`src/rtl/mdio_arbiter.sv`:
```
// mdio_arbiter: round-robin sharing of one MDIO master between NUM_REQ requesters,
// issuing one strobe per grant and returning done/err/read data to the owner.
module mdio_arbiter #(
  parameter int NUM_REQ       = 2,
  parameter int START_TIMEOUT = 64,
  parameter int CNT_W         = 8
) (
  input  logic                    clk,
  input  logic                    rst_n,
  input  logic [NUM_REQ-1:0]      req_valid,
  input  logic [NUM_REQ-1:0]      req_write,
  input  logic [5*NUM_REQ-1:0]    req_phy_add,
  input  logic [5*NUM_REQ-1:0]    req_reg_add,
  input  logic [16*NUM_REQ-1:0]   req_wr_data,
  output logic [NUM_REQ-1:0]      req_ack,
  output logic [NUM_REQ-1:0]      req_done,
  output logic [NUM_REQ-1:0]      req_err,
  output logic [15:0]             rd_data_o,
  output logic [4:0]              phy_add_o,
  output logic [4:0]              reg_add,
  output logic [15:0]             wr_data,
  output logic                    wren,
  output logic                    rden,
  input  logic                    busy,
  input  logic [15:0]             rd_data_i
);
  localparam int IW = (NUM_REQ > 1) ? $clog2(NUM_REQ) : 1;
  localparam logic [2:0] S_IDLE      = 3'd0;
  localparam logic [2:0] S_ISSUE     = 3'd1;
  localparam logic [2:0] S_WAIT_BUSY = 3'd2;
  localparam logic [2:0] S_WAIT_DONE = 3'd3;
  localparam logic [2:0] S_COMPLETE  = 3'd4;
  logic [2:0]       r_state;
  logic [IW-1:0]    r_ptr;
  logic [IW-1:0]    r_gnt;
  logic             r_write;
  logic             r_err;
  logic [CNT_W-1:0] r_cnt;
  logic [IW-1:0]    w_k;
  logic [IW-1:0]    w_gidx;
  logic             w_found;
  // Walk offsets from farthest to nearest so the nearest valid requester after r_ptr wins.
  always_comb begin
    w_found = 1'b0;
    w_gidx  = '0;
    w_k     = '0;
    for (int i = NUM_REQ; i >= 1; i--) begin
      w_k = IW'((int'(r_ptr) + i) % NUM_REQ);
      if (req_valid[w_k]) begin
        w_found = 1'b1;
        w_gidx  = w_k;
      end
    end
  end
  always_ff @(posedge clk or negedge rst_n) begin
    if (!rst_n) begin
      r_state   <= S_IDLE;
      r_ptr     <= IW'(NUM_REQ - 1);
      r_gnt     <= '0;
      r_write   <= 1'b0;
      r_err     <= 1'b0;
      r_cnt     <= '0;
      req_ack   <= '0;
      req_done  <= '0;
      req_err   <= '0;
      rd_data_o <= '0;
      phy_add_o <= '0;
      reg_add   <= '0;
      wr_data   <= '0;
      wren      <= 1'b0;
      rden      <= 1'b0;
    end else begin
      req_ack  <= '0;
      req_done <= '0;
      req_err  <= '0;
      wren     <= 1'b0;
      rden     <= 1'b0;
      case (r_state)
        S_IDLE: if (w_found) begin
          r_gnt     <= w_gidx;
          phy_add_o <= 5'(req_phy_add >> (5 * w_gidx));
          reg_add   <= 5'(req_reg_add >> (5 * w_gidx));
          wr_data   <= 16'(req_wr_data >> (16 * w_gidx));
          r_write   <= req_write[w_gidx];
          req_ack   <= NUM_REQ'(1) << w_gidx;
          r_state   <= S_ISSUE;
        end
        // A still-busy master means an earlier or foreign operation is draining.
        S_ISSUE: if (!busy) begin
          wren    <= r_write;
          rden    <= !r_write;
          r_cnt   <= '0;
          r_state <= S_WAIT_BUSY;
        end
        S_WAIT_BUSY: begin
          r_cnt <= r_cnt + CNT_W'(1);
          if (busy) r_state <= S_WAIT_DONE;
          else if (r_cnt + CNT_W'(1) == CNT_W'(START_TIMEOUT)) begin
            r_err   <= 1'b1;
            r_state <= S_COMPLETE;
          end
        end
        S_WAIT_DONE: if (!busy) begin
          if (!r_write) rd_data_o <= rd_data_i;
          r_state <= S_COMPLETE;
        end
        S_COMPLETE: begin
          req_done <= NUM_REQ'(1) << r_gnt;
          req_err  <= r_err ? NUM_REQ'(1) << r_gnt : '0;
          r_ptr    <= r_gnt;
          r_err    <= 1'b0;
          r_state  <= S_IDLE;
        end
        default: r_state <= S_IDLE;
      endcase
    end
  end
endmodule
```
`config.mk`:
```
export PLATFORM = sky130hd
export DESIGN_NAME = mdio_arbiter
export DESIGN_NICKNAME = d
export VERILOG_FILES = /design/src/rtl/mdio_arbiter.sv
export SDC_FILE = /design/constraint.sdc
export NUM_CORES = 1
export LEC_CHECK = 0
export ABC_AREA = 1
export BUFFER_PORTS_ARGS = -buffer_cell sky130_fd_sc_hd__buf_4
export CAP_MARGIN = 20
export CORE_MARGIN = 8
export CORE_UTILIZATION = 39
export CTS_CLUSTER_SIZE = 40
export DETAILED_ROUTE_END_ITERATION = 10
export GPL_TIMING_DRIVEN = 0
export PLACE_DENSITY_LB_ADDON = 0.3
export SLEW_MARGIN = 10
export SYNTH_ARGS = -nofsm -noshare
export SYNTH_HDL_FRONTEND = slang
export SYNTH_SLANG_ARGS = --single-unit
```
`constraint.sdc`:
```
create_clock -name clk -period 2.1 [get_ports clk]
set_clock_uncertainty 0.1 [all_clocks]
set_input_delay 0.105 -clock clk [delete_from_list [all_inputs] [get_ports clk]]
set_output_delay 0.105 -clock clk [all_outputs]
set_load 0.02 [all_outputs]
```
======== Word-level counts from Yosys, hierarchy flattened ========
Index checks and enable logic that the tools add are counted.
operators by class
  magnitude comparators ................... 3
  reduce and logical (&&, ||, !) cells .... 9
  multiplexer cells ....................... 30
  bitwise logic cells ..................... 2
  equality and inequality tests ........... 11
  multipliers ............................. 1
  add/sub/neg operators ................... 3
  shift operators ......................... 5
operator list
  kind                 count
  $shr 32x5->16        1
  $shr 10x4->5         2
  $mux 1               16
  $pmux 8 s2           1
  $mux 3               5
  $pmux 3 s4           1
  $mux 2               5
  $ne 2x2->1 const B   5
  $add 8x1->8 const B  1
  $eq 8x7->1 const B   1
  $mux 8               1
  $eq 3x2->1 const B   2
  $lt 1x2->1 const B   3
  $reduce_and 3->1     2
  $mul 3x1->4 const A  1
  $reduce_and 2->1     2
  $reduce_and 4->1     1
  $reduce_bool 2->1    2
  $shl 1x1->2 const A  2
  $eq 3x1->1 const B   1
  $eq 3x3->1 const B   1
  $logic_not 3->1      1
  $ne 3x3->1 const B   1
  $add 1x1->1 const B  2
  other kinds (3)      4
storage, ports and cells
  output and inout port bits .............. 50
  register bits ........................... 65
  word-level logic and storage cells ...... 79

======== Depth between registers and ports, before layout ========
  depth in word-level cells ............... 8
  mapped depth ............................ 11
  gate-level depth less buffers ........... 11

======== Worst setup path before layout ========
No wires, ideal clock.
  kind .................................... flip-flop to flip-flop
  from .................................... register r_cnt[0]
  to ...................................... register r_state[1]
  stages on the path, launching flop included .. 9
  path slack .............................. 0.597 ns
  arrival time ............................ 1.271 ns
  clock period less this slack ............ 1.503 ns
  path buffers ............................ 0
  setup time .............................. 0.131 ns
  cells stage by stage .................... dfrtp_1 -> ha_1 -> nand3_1 -> o21ai_0 -> nand2_1 -> nor2_1 -> nand2_1 -> nand2_1 -> o211ai_1
between the ends
  cells in the longest elaborated chain, start to end .. 4
ends and longest elaborated chain
  item                               line  source
  from (decl)                        38    logic [CNT_W-1:0] r_cnt;
  from (signal assigned)             96    r_cnt <= r_cnt + CNT_W'(1);
  $add 8x1->8                        98    else if (r_cnt + CNT_W'(1) == CNT_W'(START_TIMEOUT)) begin
  $eq 8x7->1                         98
  $ne 3x3->1 (no source line)        n/a
  $reduce_and 4->1 (no source line)  n/a
  to (signal assigned)               97    if (busy) r_state <= S_WAIT_DONE;
  to (signal assigned)               100   r_state <= S_COMPLETE;
  to (signal assigned)               105   r_state <= S_COMPLETE;
  to (decl)                          33    logic [2:0] r_state;
Every way passes these cells.
A chain may end at the register's enable or synchronous reset.

======== Final worst setup path ========
  from .................................... register r_cnt[0]
  to ...................................... register r_state[2]
The elaborated chain is that of the path after synthesis.

==> impl_metrics.json <==
{
  "ant_nets": 0,
  "die_y_um": 102,
  "cts_buffers": 9,
  "diodes": 0,
  "rr_startpoint": "r_cnt[0]",
  "cts.sinks": 65,
  "cts_max_level": 3,
  "final_common_cell": "buf_4",
  "mostFrequentLayoutCells": "124 x buf_4, 116 x nand2_1, 72 x dlygate4sd3_1",
  "p_leak_nw": 2.48,
  "synth_edf_count": 0,
  "synthArstFlopShare_pct": 100,
  "postCtsSetupRepairBufs": 0,
  "vdd_drop_max_v": 0.000712,
  "required_ns": 2.25,
  "busiest_layer": "met2",
  "crit_path_start": "r_cnt[0]",
  "vias": 2885,
  "tns_ns": 0,
  "synthDistinctLibCells": 25,
  "synth_top_cell_area_share_pct": 55.9,
  "grtUsageMet2_pct": 31.2,
  "netlist_area_mm2": 0.00286,
  "netlist_instances": 310,
  "critPathMaxFanout": 6,
  "critPathLaunchType": "flop",
  "hpwl_um": 5840,
  "postCtsHoldBufs": 72,
  "drc": 0,
  "slew_violations": 0,
  "synth_largest_area_cell": "dfrtp_1",
  "cts_tree": "built",
  "path_clk_slew_ns": 0.07,
  "synthFlopType": "dfrtp_1",
  "core_mm2": 0.00718,
  "first_iter_violations": 93,
  "tightest_slew_ns": 0.815,
  "timing.final.ws_setup_ns": 0.389,
  "timing_hold_violations_final": 0,
  "max_cap_violations": 0,
  "grtUsageMet3_pct": 5.36,
  "hold_class": "in -> reg",
  "synth.area.top_cells": "dfrtp_1 56%, nand2_1 15%, nand3_1 6.3%",
  "drt_first_pass_iters": 4,
  "vias_per_cell": 4.65,
  "fp-row-count": 31,
  "slew_headroom_pct": 45.6,
  "post-place-ws_ns": 0.398,
  "cp_slowest_cell": "dfrtp_1",
  "clock_latency_ns": 0.32,
  "end_kind": "flop",
  "area_delta_synth_final_pct": 69.8,
  "start_util_pct": 39.9,
  "status": "completed",
  "syn_nets": 387,
  "reg2reg_slack_ns": 0.39,
  "finish.net_count": 594,
  "max_stage_delay_ns": 0.43,
  "port_buffers": 124,
  "grt_start_max_net_pins": 66,
  "fin_crit_sh_pct": 81.5,
  "crit_arrival_ns": 1.87,
  "track_usage_pct": 18.3,
  "ctsResizeCount": 0,
  "path_common_cell": "nand2_1",
  "clock_path_buffers": 2,
  "use_met1_pct": 20.4,
  "power_density_mw_per_mm2": 1340,
  "syn_area_per_cell_um2": 9.23,
  "die_x_um": 102,
  "yosys_warnings": 0,
  "crit_chain": "ha_1, nand3_1, o21ai_0, nand2_1, nor2_1, nand2_1, nand2_1, nand2_1, nor2_1",
  "grt_pass1_vias": 3165,
  "fin_util_pct": 67.7,
  "ys_seq_elements": 65,
  "ys_seq_area_share_pct": 56.9,
  "grt_first_pass_wirelength_um": 14800,
  "dieArea_mm2": 0.0103,
  "wl_per_cell_um": 14.5,
  "ios": 125,
  "post-route-min-period_ns": 1.71,
  "crit_buf_inv": 0,
  "overflow": 0,
  "grt_antenna_before_repair": 0,
  "hp-start": "req_valid[1]",
  "rsz0062_at_grt": "no",
  "cts_root_buf": "clkbuf_8",
  "totalWireLength_um": 9030,
  "drive_gt1_share_pct": 32.2,
  "gp_congestion": 0.780,
  "crit_type": "reg -> reg",
  "setup_viol": 0,
  "crit_family": "simple AND/OR/NAND/NOR gates",
  "max_freq_mhz": 584
}
## layout make-up
| cell class | instances | area, um2 |
|---|---|---|
| Timing Repair Buffer | 196 | 1650 |
| Multi-Input combinational cell | 214 | 1090 |
| Tap cell | 99 | 124 |
| Buffer | 7 | 51.3 |
| Fill cell | 528 | 2310 |
| Inverter | 24 | 92.6 |
| Clock inverter | 2 | 60.1 |
| Clock buffer | 14 | 163 |
| Sequential cell | 65 | 1630 |
## metal layers
layer	part of all wire, %	wire (um)
met5	0	0
met3	7.9	710
met4	2.2	197
met1	39	3540
met2	51	4590
## worst register-to-register path, delay by kind of cell, from the launching register on
kind,cells,cell delay [ns]
and+or+nand+nor,7,0.68
AOI/OAI and AO/OA,1,0.18
DFF,1,0.43
adders and majority gates,1,0.24
## sequential cells by signal (all words and copies together) (netlist names), 2 cells and up
register   flops
phy_add_o      5
r_state        3
r_cnt          8
reg_add        5
req_err        2
req_done       2
rd_data_o     16
wr_data       16
req_ack        2
## report_power, final
part / total (mW) / internal (mW) / switching [mW]
clock: 1.19 / 0.737 / 0.454
sequential: 2.23 / 1.84 / 0.393
combinational: 3.09 / 1.35 / 1.73
total: 6.51 / 3.93 / 2.58
## per-stage QoR
stage	instances	instance area, um2	hold WS (ns)	power, mW
2_1_floorplan	310	2860	-0.291	3.99
3_3_place_gp	533	3920	0.161	5.13
3_5_place_dp	533	3920	0.160	5.23
4_1_cts	621	4860	0.0225	6.54
5_1_grt	621	4860	0.0341	7.00
6_report	621	4860	0.0406	6.51
## synthesized netlist by cell type, types with 2 or more instances
| cell | instances |
|---|---|
| nand2_1 | 116 |
| dfrtp_1 | 64 |
| nand3_1 | 36 |
| inv_1 | 20 |
| nor2_1 | 19 |
| mux2_4 | 10 |
| o21ai_0 | 8 |
| mux2_2 | 6 |
| nor3_1 | 4 |
| buf_6 | 3 |
| inv_2 | 3 |
| o22ai_1 | 3 |
| a21oi_1 | 2 |
| buf_2 | 2 |
| clkbuf_1 | 2 |
| ha_1 | 2 |
| nand4_1 | 2 |
## cell families after synthesis
| logic type | after synthesis | synth area share (%) |
|---|---|---|
| buffers and inverters | 31 | 5.03 |
| AND/OR/NAND/NOR | 181 | 26.7 |
| multiplexers | 16 | 7.60 |
| AO/OA/AOI/OAI | 15 | 2.97 |
| adder cells (fa/ha/maj) | 2 | 0.874 |
| flip-flops | 65 | 56.9 |
## final timing paths
check | endpoint | cells after the start
max reg2reg | r_state[2] | 9
max in group asynchronous | wr_data[13] | 2
min reg2reg | req_err[0] | 1
min | r_gnt | 3
max | r_state[2] | 9
min in group asynchronous | r_cnt[3] | 2
(Power assumes the default switching activity.)
